### src/rtl/line_word_seq.sv
// line_word_seq: slices a stream of cache lines into WORDLEN-bit words that
// start on any MUXINTERVAL-bit granule. A word that runs off the end of the
// current line is assembled from the tail of that line and the head of the next.
//
// Handshakes: a transfer happens on a rising edge where valid and ready are
// both 1. LineInReady depends only on state (never on LineInValid). Once
// WordValid rises, Word/WordSpill/WordValid hold until WordReady is seen,
// unless Stop or reset aborts the stream.
module line_word_seq #(
    parameter int LINELEN     = 512,
    parameter int WORDLEN     = 64,
    parameter int MUXINTERVAL = 16
) (
    input  logic                                        clk,
    input  logic                                        reset_n,
    input  logic                                        Start,
    input  logic [$clog2(LINELEN/MUXINTERVAL)-1:0]      StartIdx,
    input  logic                                        Stop,
    input  logic [LINELEN-1:0]                          LineIn,
    input  logic                                        LineInValid,
    output logic                                        LineInReady,
    output logic [WORDLEN-1:0]                          Word,
    output logic                                        WordValid,
    input  logic                                        WordReady,
    output logic                                        WordSpill,
    output logic [2:0]                                  dbg_state
);

    localparam int SLOTS = LINELEN / MUXINTERVAL;
    localparam int STEP  = WORDLEN / MUXINTERVAL;
    localparam int IDXW  = $clog2(SLOTS);
    // One extra bit so idx + STEP never wraps.
    localparam logic [IDXW:0] SLOTS_I = (IDXW+1)'(SLOTS);
    localparam logic [IDXW:0] STEP_I  = (IDXW+1)'(STEP);

    typedef enum logic [2:0] {
        S_IDLE      = 3'd0,
        S_FILL      = 3'd1,
        S_STREAM    = 3'd2,
        S_SPILLFILL = 3'd3,
        S_SPILL     = 3'd4
    } state_t;

    state_t               state_q, state_d;
    logic [LINELEN-1:0]   cur_q, cur_d;
    logic [LINELEN-1:0]   nxt_q, nxt_d;
    logic [IDXW:0]        idx_q, idx_d;
    logic [IDXW:0]        idx_sum;
    logic [MUXINTERVAL-1:0] gran [2*SLOTS];
    logic [WORDLEN-1:0]   word_mux;

    assign dbg_state = state_q;
    assign idx_sum   = idx_q + STEP_I;

    // Granule view of {NextLine, CurLine}: spill words are just a window
    // that crosses from the lower half into the upper half.
    for (genvar g = 0; g < SLOTS; g++) begin : g_gran
        assign gran[g]         = cur_q[g*MUXINTERVAL +: MUXINTERVAL];
        assign gran[SLOTS + g] = nxt_q[g*MUXINTERVAL +: MUXINTERVAL];
    end

    // Word window of STEP granules starting at idx, granule 0 in the LSBs.
    for (genvar i = 0; i < STEP; i++) begin : g_word
        logic [IDXW:0] sel;
        assign sel = idx_q + (IDXW+1)'(i);
        assign word_mux[i*MUXINTERVAL +: MUXINTERVAL] = gran[sel];
    end

    // State, line buffers and granule index.
    always_ff @(posedge clk or negedge reset_n) begin
        if (!reset_n) begin
            state_q <= S_IDLE;
            cur_q   <= '0;
            nxt_q   <= '0;
            idx_q   <= '0;
        end else begin
            state_q <= state_d;
            cur_q   <= cur_d;
            nxt_q   <= nxt_d;
            idx_q   <= idx_d;
        end
    end

    // Next-state, register updates and outputs; Stop overrides everything.
    always_comb begin
        state_d     = state_q;
        cur_d       = cur_q;
        nxt_d       = nxt_q;
        idx_d       = idx_q;
        LineInReady = 1'b0;
        WordValid   = 1'b0;
        WordSpill   = 1'b0;
        Word        = '0;

        case (state_q)
            S_IDLE: begin
                if (Start) begin
                    idx_d   = {1'b0, StartIdx};
                    state_d = S_FILL;
                end
            end
            S_FILL: begin
                LineInReady = 1'b1;
                if (LineInValid) begin
                    cur_d   = LineIn;
                    state_d = S_STREAM;
                end
            end
            S_STREAM: begin
                if (idx_sum > SLOTS_I) begin
                    // Word straddles the line end: fetch the next line first.
                    state_d = S_SPILLFILL;
                end else begin
                    WordValid = 1'b1;
                    Word      = word_mux;
                    if (WordReady) begin
                        if (idx_sum == SLOTS_I) begin
                            idx_d   = '0;
                            state_d = S_FILL;
                        end else begin
                            idx_d = idx_sum;
                        end
                    end
                end
            end
            S_SPILLFILL: begin
                LineInReady = 1'b1;
                if (LineInValid) begin
                    nxt_d   = LineIn;
                    state_d = S_SPILL;
                end
            end
            S_SPILL: begin
                WordValid = 1'b1;
                WordSpill = 1'b1;
                Word      = word_mux;
                if (WordReady) begin
                    cur_d   = nxt_q;
                    idx_d   = idx_sum - SLOTS_I;
                    state_d = S_STREAM;
                end
            end
            default: begin
                state_d = S_IDLE;
            end
        endcase

        if (Stop) begin
            // Abort: any line offered this cycle is discarded.
            state_d = S_IDLE;
            cur_d   = cur_q;
            nxt_d   = nxt_q;
            idx_d   = idx_q;
        end
    end

endmodule

### config.mk
export PLATFORM = sky130hd
export DESIGN_NAME = line_word_seq
export DESIGN_NICKNAME = d
export VERILOG_FILES = /design/src/rtl/line_word_seq.sv
export SDC_FILE = /design/constraint.sdc
export NUM_CORES = 2
export LEC_CHECK = 0
export ABC_AREA = 0
export CORE_UTILIZATION = 30
export DETAILED_ROUTE_END_ITERATION = 7
export GPL_TIMING_DRIVEN = 1
export PLACE_DENSITY_LB_ADDON = 0.1
export SLEW_MARGIN = 20
export SYNTH_ARGS = -nofsm -noshare
export SYNTH_HDL_FRONTEND = slang
export SYNTH_SLANG_ARGS = --single-unit
export TNS_END_PERCENT = 1
### constraint.sdc
create_clock -name clk -period 9.8 [get_ports clk]
set_clock_uncertainty 0.05 [all_clocks]
set_input_delay 1.47 -clock clk [delete_from_list [all_inputs] [get_ports clk]]
set_output_delay 1.47 -clock clk [all_outputs]
set_load 0.01 [all_outputs]
### Word-level counts from Yosys, hierarchy flattened

Cells that the tools add are included.

* register bits: 1033
* output and inout port bits: 70
* word-level logic and storage cells: 79

* $add $sub $neg: 5
* $lt $le $gt $ge: 5
* eq/ne operators: 16
* muxes and demuxes: 36
* bitwise logic cells: 5
* reduce and logical (&&, ||, !) cells: 8

Operators with widths (count)
* 512-bit 2-to-1 mux: 2
* 512-bit case mux with 2 select lines: 1
* 16-bit binary-select mux with 6-bit select: 4
* 16-bit 2-to-1 mux: 8
* 64-bit case mux with 2 select lines: 1
* 64-bit 2-to-1 mux: 1
* 6-bit 2-to-1 mux: 5
* 7-bit >= comparator, second input constant: 4
* 6-bit inverter with 7-bit output: 4
* 3-bit 2-to-1 mux: 8
* 6-bit case mux with 3 select lines: 1
* 3-bit case mux with 5 select lines: 1
* 6-bit by 2-bit adder with 6-bit output, second input constant: 2
* 3-bit inequality test, second input constant: 4
* 6-bit AND reduction: 2
* 2-bit inequality test, second input constant: 5
* 4-bit inequality test, second input constant: 2
* 6-bit by 1-bit adder with 6-bit output, second input constant: 1
* 6-bit by 3-bit adder with 6-bit output, second input constant: 1
* 3-bit by 2-bit == test with 1-bit output, second input constant: 2
* 6-bit == test, second input constant: 1
* 6-bit > comparator, second input constant: 1
* 6-bit subtractor, second input constant: 1
* 4-bit AND reduction: 1
* 10 further kinds: 12

### Depth between registers and ports, before layout

* depth in word-level cells: 7
* depth in mapped cells: 16
* mapped depth without buffers: 8

### Worst setup path before layout

OpenSTA, ideal clock, no wires.

* path type: flip-flop to output port
* start point: register idx_q[1]
* end point: output Word[60]
* arrival: 3.587 ns
* setup slack: 4.693 ns
* cell stages (with the launch flop): 15
* buffers on the path: 8
* cell sequence: dfrtp_1 buf_4 buf_4 buf_2 inv_1 buf_2 ha_1 buf_2 buf_4 buf_2 buf_1 mux4_2 mux4_2 a22oi_1 nand2_1

* longest elaborated chain between the ends: 7

Ends and longest elaborated chain
* start: declaration: line 47 `logic [IDXW:0] idx_q, idx_d;`
* start signal: assignment: line 80 `idx_q <= idx_d;`
* 6-bit by 2-bit adder with 6-bit output: line 65 `assign sel = idx_q + (IDXW+1)'(i);`
* 6-bit inverter with 7-bit output (implied by the code): line 66 `assign word_mux[i*MUXINTERVAL +: MUXINTERVAL] = gran[sel];`
* 16-bit binary-select mux with 6-bit select: line 66
* 16-bit 2-to-1 mux (implied by the code) (2 in a row): line 66
* 64-bit 2-to-1 mux: line 110 `if (idx_sum > SLOTS_I) begin`
* 64-bit case mux with 2 select lines (*): line 95 `case (state_q)`
* end: declaration: line 22 `output logic [WORDLEN-1:0] Word,`

Mark *: on every way between the ends. The rest lies on a longest branch, timed or not. The select of a mux whose other input is x is not followed.

### Worst setup path after layout

* start point: register idx_q[0]
* end point: output Word[13]

* longest elaborated chain between the ends: 6

Ends and longest elaborated chain (line)
* branches (longest 5 deep; another with 6-bit by 3-bit adder with 6-bit output)
* 64-bit case mux with 2 select lines (*): 95

Mark *: on every way between the ends. The select of a mux whose other input is x is not followed.

==> flow_summary.toml <==
[run_status]
run_status = "finished clean"

[floorplan]
die-area_um2 = 252800
die_h_um = 502.8
boundaryPins = 593
die_width_um = 502.8
start_util_pct = 30.22
rows = 183
design.core.area_um2 = 248900

[sta]
finalSetupViolCount = 0
rsz0062_at_grt = "false"
slew-limit-headroom_pct = 17.09
period_minus_slack_ns = 8.104
drv_slew = 0
final_hold_viol_count = 0
max_freq_mhz = 123.4
setup_tns_ns = 0
period_share_pct = 82.69
worstMarginPinSlew_ns = 1.244

[drt]
viasPerCell = 6.382
wl_per_cell_um = 43.45
vias = 60470
dr.first_iter.drc_count = 8402
drc = 0
antenna_left = 0
wirelength_mm = 411.6
drtPass1Iterations = 6

[place]
dpl.hpwl_mm = 321.5
port_buffers = 592
dpl_cell_area_um2 = 83960
place.gp.congestion = 1.043

[critical_path]
rr_startpoint = "dbg_state[1]$_DFFE_PN0P_"
path_max_fanout = 51
critPathRequiredTime_ns = 8.28
reg2reg_slack_ns = 4.83
worst_setup_path_start_kind = "flip-flop"
crit_type = "reg2out"
r2r_end = "cur_q[49]$_DFFE_PN0P_"
worstPathArrival_ns = 6.58
ff2ff_path_depth = 7
startpoint = "idx_q[0]$_DFFE_PN0P_"
end_kind = "output port"

[yosys]
ys_types = 63
synth_flop_cell = "dfrtp_1"
postSynthCellCount = 5707
ys_warn_count = 0
synth_nets = 6236
synthAdderAreaFrac_pct = 0.09980
syn_area_per_cell_um2 = 13.18
ys_seq_area_share_pct = 34.36
synthSimpleGateAreaFrac_pct = 5.454
async_reset_ff_share_pct = 100.0
synth-edff-count = 0
syn_area_um2 = 75230
synth_xor_area_share_pct = 0.2628
synthMuxAreaShare_pct = 49.29
yosys_register_bits = 1033
synth_compound_area_share_pct = 6.681
synth_top_family_by_area = "multiplexers"

[finish]
final_nets = 6526
area_growth_pct = 18.12
final_common_cell = "mux4_2"
final_cell_mix = "mux4_2 (1144), dfrtp_1 (1028), nand2_1 (762)"
final_area_um2 = 88860
drive_above_1_share_pct = 33.76
fillers = 24240

[min_path]
whs_endpoint = "cur_q[264]$_DFFE_PN0P_"
min_path_type = "reg2reg"
whs_path_depth = 2
hold_start = "cur_q[264]$_DFFE_PN0P_"

[global_routing]
grt_pass1_vias = 56240
grt_max_degree = 220
grt_usage_pct = 32.17
grt_pass1_wl_mm = 540.4
antenna_found_initial = 59
grt_remaining_overflow = 0

[clocking]
post_cts_resize_count = 0
insertion_delay_ns = 0.86
cts_setup_buffers = 0
cts_tree = "built"
htree_num_levels = 4
cts_inserted_buffers = 137
clk_pin_slew_ns = 0.06
holdBufCountCts = 0
clk_path_buf_depth = 3
ctsRootBufferMaster = "clkbuf_16"
clkSinkCount = 1033

[power]
p_leak_uw = 0.03775
ir_drop_v = 0.0002744
cellPowerDensity_nw_per_um2 = 328.7

[flow_run]
maxCapViolations = 0
state kept, by name, summed over array words and instances (netlist names):
signal	count
cur_q	512
nxt_q	512
dbg_state	3
idx_q	6
worst max-delay path by stage:
stage	endpoint	depth (start not counted)
CTS	Word[7]	9
global placement	Word[13]	8
global route	Word[0]	9
detailed placement	Word[7]	9
floorplan	Word[60]	14
finish	Word[13]	9
metrics by stage:
stage                     total power [µW]  worst slack [ns]  cells  utilization, %  hold slack (ns)
final                                29210             1.696   9475           35.70           0.5015
after global routing                 29740             1.468   9462           35.69           0.5336
after CTS                            28640             1.713   9435           35.64           0.4985
after detailed placement             23130             2.674   9186           33.73           0.4848
after global placement               23070             2.078   9183           33.71           0.4745
after floorplan                      15730             4.693   5707               -           0.4429
cells by family (layout without fill, tap and decap cells):
kind of cell,count (synthesis),count (layout)
fa+ha+maj,6,6
xor+xnor,20,20
buf+inv,575,975
flops,1033,1033
simple gates,1012,1012
mux,2209,2209
compound gates,852,852
other cells,0,38
power breakdown:
part | internal [µW] | total (µW) | switching [µW]
Clock | 3130 | 5370 | 2250
Sequential | 5460 | 8220 | 2760
Combinational | 6480 | 15600 | 9140
Total | 15100 | 29200 | 14100
Yosys cell counts, drive strengths merged, types with 20 or more instances:
master   number  area (µm²)
mux2i       543        5435
dfrtp      1033       25850
buf         374        2142
o22ai        38       237.7
nor3         23       115.1
nor2         91       344.1
o2111ai      20       175.2
nand3        74       370.4
o21ai       530        2653
mux4       1144       25760
nand2       763        2867
a221oi       21       183.9
clkbuf      195       732.0
mux2        522        5878
a21oi        47       239.0
a22oi       114       855.8
final cells by class:
class,instances,area [µm²],area share (%)
clock inverters,57,825.8,0.9293
inverters,6,22.52,0.02535
repair buffers,720,7253,8.163
multi-input cells,4099,46710,52.56
well taps,3330,4167,4.689
flip-flops and latches,1033,25860,29.11
clock buffers,192,3925,4.417
diodes,38,95.09,0.1070
worst max-delay path: stages, from the launching register on:
cell	delay (ns)
dfrtp_4	0.95
buf_4	0.70
buf_4	0.78
mux4_2	0.62
a22oi_1	0.93
nand2_1	0.48
o22ai_1	0.32
a211oi_2	0.09
buf_6	0.22
clkdlybuf4s50_1	0.49
per-layer routing:
metal	global-route usage (%)	part of all wire, %	up-vias
met5	0	0.012	-
met4	18.13	6.2	6
met3	10.39	11	448
met2	41.04	39	3647
met1	46.90	44	32980
li1	-	-	23390
Power figures use the tool's default switching activity.
